File: config.mk
export PLATFORM = sky130hd
export DESIGN_NAME = instruction_fetch_unit_flat
export DESIGN_NICKNAME = d
export VERILOG_FILES = /design/src/rtl/instruction_fetch_unit_if.sv /design/src/rtl/instruction_fetch_unit.sv /design/src/flat_wrapper.sv
export SDC_FILE = /design/constraint.sdc
export NUM_CORES = 1
export LEC_CHECK = 0
export CORE_ASPECT_RATIO = 1.4
export CORE_MARGIN = 2
export CORE_UTILIZATION = 39
export CTS_CLUSTER_DIAMETER = 150
export DETAILED_ROUTE_END_ITERATION = 16
export PLACE_DENSITY = 0.75
export SKIP_CTS_REPAIR_TIMING = 1
export SLEW_MARGIN = 20
export SYNTH_ARGS = -nofsm -noshare
export SYNTH_HDL_FRONTEND = slang
export SYNTH_SLANG_ARGS = --single-unit
File: constraint.sdc
create_clock -name clk -period 2 [get_ports clk]
set_input_delay 0.3 -clock clk [delete_from_list [all_inputs] [get_ports clk]]
set_output_delay 0.3 -clock clk [all_outputs]
set_load 0.03 [all_outputs]
File: src/rtl/instruction_fetch_unit_if.sv
// Instruction fetch bus: memory read port, decode hand-off and redirect.
//   master : the fetch unit (drives mem_addr, out_*, halted, fault)
//   slave  : the environment (memory, decoder, branch unit)
// Signals:
//   mem_addr / mem_instr / mem_next : byte address and combinational bytes at addr, addr+1
//   out_valid / out_ready           : decode hand-off handshake
//   out_instr / out_operand / out_pc / out_two_byte : issued instruction fields
//   redirect_valid / redirect_addr  : taken branch/jump target
//   halted / fault                  : fetch status flags
interface instruction_fetch_unit_if;
    logic [7:0] mem_addr;
    logic [7:0] mem_instr;
    logic [7:0] mem_next;
    logic       out_valid;
    logic       out_ready;
    logic [7:0] out_instr;
    logic [7:0] out_operand;
    logic [7:0] out_pc;
    logic       out_two_byte;
    logic       redirect_valid;
    logic [7:0] redirect_addr;
    logic       halted;
    logic       fault;

    modport master (
        output mem_addr,
        input  mem_instr,
        input  mem_next,
        output out_valid,
        input  out_ready,
        output out_instr,
        output out_operand,
        output out_pc,
        output out_two_byte,
        input  redirect_valid,
        input  redirect_addr,
        output halted,
        output fault
    );

    modport slave (
        input  mem_addr,
        output mem_instr,
        output mem_next,
        input  out_valid,
        output out_ready,
        input  out_instr,
        input  out_operand,
        input  out_pc,
        input  out_two_byte,
        output redirect_valid,
        output redirect_addr,
        input  halted,
        input  fault
    );
endinterface

File: src/rtl/instruction_fetch_unit.sv
// Instruction fetch unit for the 4-bit CPU.
// Owns the program counter, reads one- or two-byte instructions from the
// combinational instruction memory and presents them to decode over a
// valid/ready hand-off. Handles branch redirects, HALT and the two-byte
// instruction at address 255 fault.
// Ports:
//   clk   : system clock, rising edge
//   reset : synchronous, active-high
//   bus   : instruction_fetch_unit_if.master (memory port, decode output,
//           redirect input, halted/fault status)
module instruction_fetch_unit #(
    parameter logic [7:0]  RESET_PC      = 8'h00,
    parameter logic [15:0] TWO_BYTE_MASK = 16'h7000,
    parameter logic [7:0]  HALT_INSTR    = 8'hF0
) (
    input  logic                             clk,
    input  logic                             reset,
    instruction_fetch_unit_if.master         bus
);

    typedef enum logic [1:0] {
        RUN,
        HALTED,
        FAULT
    } state_t;

    state_t     state_q, state_d;
    logic [7:0] pc_q, pc_d;
    logic       valid_q, valid_d;
    logic [7:0] instr_q, instr_d;
    logic [7:0] operand_q, operand_d;
    logic [7:0] out_pc_q, out_pc_d;
    logic       two_q, two_d;

    logic two;
    logic fire;
    logic consume;

    always_comb begin
        two     = TWO_BYTE_MASK[bus.mem_instr[7:4]];
        fire    = (state_q == RUN) && !bus.redirect_valid && (!valid_q || bus.out_ready);
        consume = valid_q && bus.out_ready;

        state_d   = state_q;
        pc_d      = pc_q;
        valid_d   = valid_q;
        instr_d   = instr_q;
        operand_d = operand_q;
        out_pc_d  = out_pc_q;
        two_d     = two_q;

        if (bus.redirect_valid && state_q != FAULT) begin
            // Flush wins over any refill; an acceptance this cycle still stands.
            pc_d    = bus.redirect_addr;
            valid_d = 1'b0;
            state_d = RUN;
        end else if (fire) begin
            if (two && pc_q == 8'hFF) begin
                // Operand would lie past the end of memory: issue nothing, park PC.
                state_d = FAULT;
                if (consume) begin
                    valid_d = 1'b0;
                end
            end else begin
                instr_d   = bus.mem_instr;
                operand_d = two ? bus.mem_next : '0;
                out_pc_d  = pc_q;
                two_d     = two;
                valid_d   = 1'b1;
                pc_d      = pc_q + (two ? 8'd2 : 8'd1);
                if (bus.mem_instr == HALT_INSTR) begin
                    state_d = HALTED;
                end
            end
        end else if (consume) begin
            valid_d = 1'b0;
        end
    end

    always_ff @(posedge clk) begin
        if (reset) begin
            state_q   <= RUN;
            pc_q      <= RESET_PC;
            valid_q   <= 1'b0;
            instr_q   <= '0;
            operand_q <= '0;
            out_pc_q  <= '0;
            two_q     <= 1'b0;
        end else begin
            state_q   <= state_d;
            pc_q      <= pc_d;
            valid_q   <= valid_d;
            instr_q   <= instr_d;
            operand_q <= operand_d;
            out_pc_q  <= out_pc_d;
            two_q     <= two_d;
        end
    end

    assign bus.mem_addr     = pc_q;
    assign bus.out_valid    = valid_q;
    assign bus.out_instr    = instr_q;
    assign bus.out_operand  = operand_q;
    assign bus.out_pc       = out_pc_q;
    assign bus.out_two_byte = two_q;
    assign bus.halted       = (state_q == HALTED);
    assign bus.fault        = (state_q == FAULT);

endmodule

File: src/flat_wrapper.sv
// flat-port wrapper written by rule: the top's interface ports become plain ports
module instruction_fetch_unit_flat 
#(
    parameter logic [7:0]  RESET_PC      = 8'h00,
    parameter logic [15:0] TWO_BYTE_MASK = 16'h7000,
    parameter logic [7:0]  HALT_INSTR    = 8'hF0
)
  (clk, reset, bus_mem_addr, bus_mem_instr, bus_mem_next, bus_out_valid, bus_out_ready, bus_out_instr, bus_out_operand, bus_out_pc, bus_out_two_byte, bus_redirect_valid, bus_redirect_addr, bus_halted, bus_fault);
  instruction_fetch_unit_if bus_i ();
  input  logic clk;
  input  logic reset;
  output wire logic [$bits(bus_i.mem_addr)-1:0] bus_mem_addr;
  input wire logic [$bits(bus_i.mem_instr)-1:0] bus_mem_instr;
  input wire logic [$bits(bus_i.mem_next)-1:0] bus_mem_next;
  output wire logic [$bits(bus_i.out_valid)-1:0] bus_out_valid;
  input wire logic [$bits(bus_i.out_ready)-1:0] bus_out_ready;
  output wire logic [$bits(bus_i.out_instr)-1:0] bus_out_instr;
  output wire logic [$bits(bus_i.out_operand)-1:0] bus_out_operand;
  output wire logic [$bits(bus_i.out_pc)-1:0] bus_out_pc;
  output wire logic [$bits(bus_i.out_two_byte)-1:0] bus_out_two_byte;
  input wire logic [$bits(bus_i.redirect_valid)-1:0] bus_redirect_valid;
  input wire logic [$bits(bus_i.redirect_addr)-1:0] bus_redirect_addr;
  output wire logic [$bits(bus_i.halted)-1:0] bus_halted;
  output wire logic [$bits(bus_i.fault)-1:0] bus_fault;
  assign bus_mem_addr = bus_i.mem_addr;
  assign bus_i.mem_instr = bus_mem_instr;
  assign bus_i.mem_next = bus_mem_next;
  assign bus_out_valid = bus_i.out_valid;
  assign bus_i.out_ready = bus_out_ready;
  assign bus_out_instr = bus_i.out_instr;
  assign bus_out_operand = bus_i.out_operand;
  assign bus_out_pc = bus_i.out_pc;
  assign bus_out_two_byte = bus_i.out_two_byte;
  assign bus_i.redirect_valid = bus_redirect_valid;
  assign bus_i.redirect_addr = bus_redirect_addr;
  assign bus_halted = bus_i.halted;
  assign bus_fault = bus_i.fault;
  instruction_fetch_unit #(.RESET_PC(RESET_PC), .TWO_BYTE_MASK(TWO_BYTE_MASK), .HALT_INSTR(HALT_INSTR)) u_core (.clk(clk), .reset(reset), .bus(bus_i));
endmodule
==> metrics.md <==
| Metric | Value |
|---|---|
| Ys async rst share | `0%` |
| R2R Setup Slk | `0.21 ns` |
| Critical Path Sink Type | `primary output` |
| Worst Max-Slew Pin Slew | `0.349 ns` |
| Max Slew Vio Count | `0` |
| Slowest stage delay, CP | `0.68 ns` |
| Largest family of logic cells by synthesized area | `simple AND/OR/NAND/NOR gates` |
| Worst hold path type | `in2reg` |
| WL per Instance | `15.8 microns` |
| Slew headroom | `~77%` |
| Total negative slack | `0 ns` |
| Global-route wire length before repair | `8100 microns` |
| Clk sink count | `36` |
| Post-Synth XOR/XNOR Area | `0%` |
| DRC | `0` |
| RSZ-0062 raised after global routing | `false` |
| Slowest stage cell on the critical path | `clkdlybuf4s50_1` |
| Power Density | `641 nW/um^2` |
| Top Ports | `64` |
| Yosys reg bits | `36` |
| Number of nets with antenna violations after routing | `0` |
| CTS H-tree depth | `2` |
| CTS max path bufs | `2` |
| M3 GR Usage | `4.72%` |
| Placeable Area | `between 4000 and 5000 sq um` |
| Worst setup SP type | `flop` |
| Clk Latency, worst-skew pair | `0.29 ns` |
| Finish-stage setup viols | `0` |
| DRT Wirelength | `approximately 5000 microns` |
| Total grt overflow | `0` |
| Largest net degree at the start of global routing | `37` |
| TritonCTS clock tree | `done` |
| CP arrival | `1.59 ns` |
| Mapped Cells | `201` |
| DR pass1 iterations | `4` |
| Layout cells sized above 1 | `17.1%` |
| Synthesized cell area | `1670 sq um` |
| Peak supply drop | `419 uV` |
| Post-Place Worst Slack | `-0.480 ns` |
| GPL Wtd Cong | `roughly 0.80` |
| Root Driver | `clkbuf_8` |
| Critical path start-end classification | `reg2out` |
| Area grow syn2layout | `59.2%` |
| Fmax | `~530 MHz` |
| Clock transition at path regs | `0.07 ns` |
| Critical Path RT | `1.70 ns` |
| Pleak | `around 0.0010 uW` |
| Synth Area in Compound Gates | `23.2%` |
| Via count | `1850` |
| GR peak layer | `met2` |
| Chip width | `59.4 microns` |
| Nets | `312` |
| Syn Area/Cell | `8.32 sq um` |
| TritonCTS Buffers | `5` |
| Primary FF master, synth | `dfxtp_1` |
| Setup Skew | `0.00698 ns` |
| Status | `finished clean` |
| Crit path max fanout | `7` |
| GR Layer Usage met1 | `approximately 28%` |
| Adder-Cell Fraction of Synth Area | `2.69%` |
| Post-synth EDFFs | `0` |
| Starting Density | `40.1%` |
| Critical-path cell list | `nor2b_1 -> clkdlybuf4s50_1` |
| Mux contribution to synthesized area | `0%` |
| Cell total after placement | `roughly 320` |
| Fin crit period | `1.89 ns` |
| Starting DRC count in detailed routing | `between 90 and 100` |
| I/O Buffers | `63` |
| Max-cap violations | `0` |
| Non-Filler Instances | `326` |
| Final Hold Viols | `0` |
| Die ar. | `4840 sq um` |
| Vias/cell | `roughly 5.7` |
| Synth Warn # | `0` |
| Final HPWL DP | `3590 microns` |
| Synth cell types | `35` |
| Setup ws final | `approximately 0.11 ns` |
| GRT met2 Usage | `a little over a third` |
| Vias in the first global route | `approximately 1800` |
| Die Ht | `about 80 microns` |
| Post-synthesis sequential area ratio | `~43%` |
| Ant diodes | `0` |
| Synth Area in Simple Gates | `between 20% and 30%` |
| # rows | `28` |
| Util after Layout | `between 60 and 70%` |
| Total Routing Usage GR | `21.7%` |
| Initial antenna violation count | `0` |
| Syn Nets | `232` |
| Part of the cycle the worst path needs | `94.5%` |
-- sequential cells by signal (all words and copies together) (netlist names) --
register	flops
u_core.bus.out_two_byte	1
u_core.bus.out_instr	8
u_core.state_q	2
u_core.bus.mem_addr	8
u_core.bus.out_operand	8
u_core.bus.out_valid	1
u_core.bus.out_pc	8
-- cells in the final DEF (no fill, tap or decap), drive strengths merged, types with 2 or more instances in the layout --
cell type      count
a31oi              2
o21ai             26
nand4             10
nor3               4
inv                2
nor4               3
o31ai              3
and4               4
a311oi             6
nand2b             2
dfxtp             36
buf               28
clkbuf             7
nor2b              3
or4                6
ha                 2
and3               3
clkdlybuf4s50     58
a21oi             29
nor2              10
nand3             19
nand2              5
dlymetal6s2s       5
-- cells in the mapped netlist (all sizes together) (5+ instances only) --
master | instances | area, sq um
nor2 | 10 | 37.5
clkbuf | 13 | 48.8
buf | 5 | 28.8
a311oi | 6 | 52.6
a21oi | 29 | 145
dfxtp | 36 | 721
nand3 | 19 | 100
o21ai | 26 | 130
nand2 | 5 | 18.8
nand4 | 10 | 68.8
or4 | 6 | 45.0
-- worst max-delay path, delay by kind of cell (launching register included) --
family	cells	cell delay (ns)
buffers and inverters	1	0.68
DFF	1	0.46
and+or+nand+nor	1	0.16
-- kinds of logic after synthesis --
| family | after synthesis |
|---|---|
| and+or+nand+nor | 73 |
| AOI/OAI and AO/OA | 69 |
| DFF | 36 |
| buffers and inverters | 20 |
| adders and majority gates | 3 |
-- final timing paths --
kind	end	start	cells after the start
setup / recovery	bus_halted	u_core.state_q[0]$_SDFFE_PP0P_	2
hold / removal	u_core.bus.out_instr[7]$_SDFFE_PP0P_	bus_mem_instr[7]	3
setup reg to reg	u_core.bus.mem_addr[6]$_SDFFE_PP0P_	u_core.bus.mem_addr[0]$_SDFFE_PP0P_	5
hold reg to reg	u_core.bus.out_operand[3]$_SDFFE_PP0P_	u_core.bus.out_operand[3]$_SDFFE_PP0P_	2
-- power breakdown --
group / leakage [uW] / internal [uW] / switching (uW)
combinational: 0.000690 / 177 / 188
clock: 0.0000503 / 307 / 253
sequential: 0.000295 / 751 / 30.3
total: 0.00104 / 1240 / 472
-- cell type report --
type,instances,area [sq um]
flip-flops and latches,36,721
inverters,2,7.51
clock buffers,7,96.3
fillers,349,1510
multi-input cells,145,905
repair buffers,91,878
well taps,45,56.3
-- metal layers --
layer / wire, microns / vias to the layer above
met3: 310 / 9
met4: 93 / 0
met5: 0 / -
met2: 2560 / 63
li1: - / 913
met1: 2180 / 865
-- stage by stage --
| step | area, sq um | hold WS [ns] | total power [uW] |
|---|---|---|---|
| CTS | 2610 | 0.476 | 1710 |
| detailed placement | 2520 | 0.466 | 1150 |
| global placement | 2520 | 0.457 | 1150 |
| floorplan | 1670 | 0.448 | 962 |
| global route | 2660 | 0.374 | 1780 |
| finish | 2660 | 0.362 | 1710 |
Note: power is estimated with default switching activity, not from simulation.
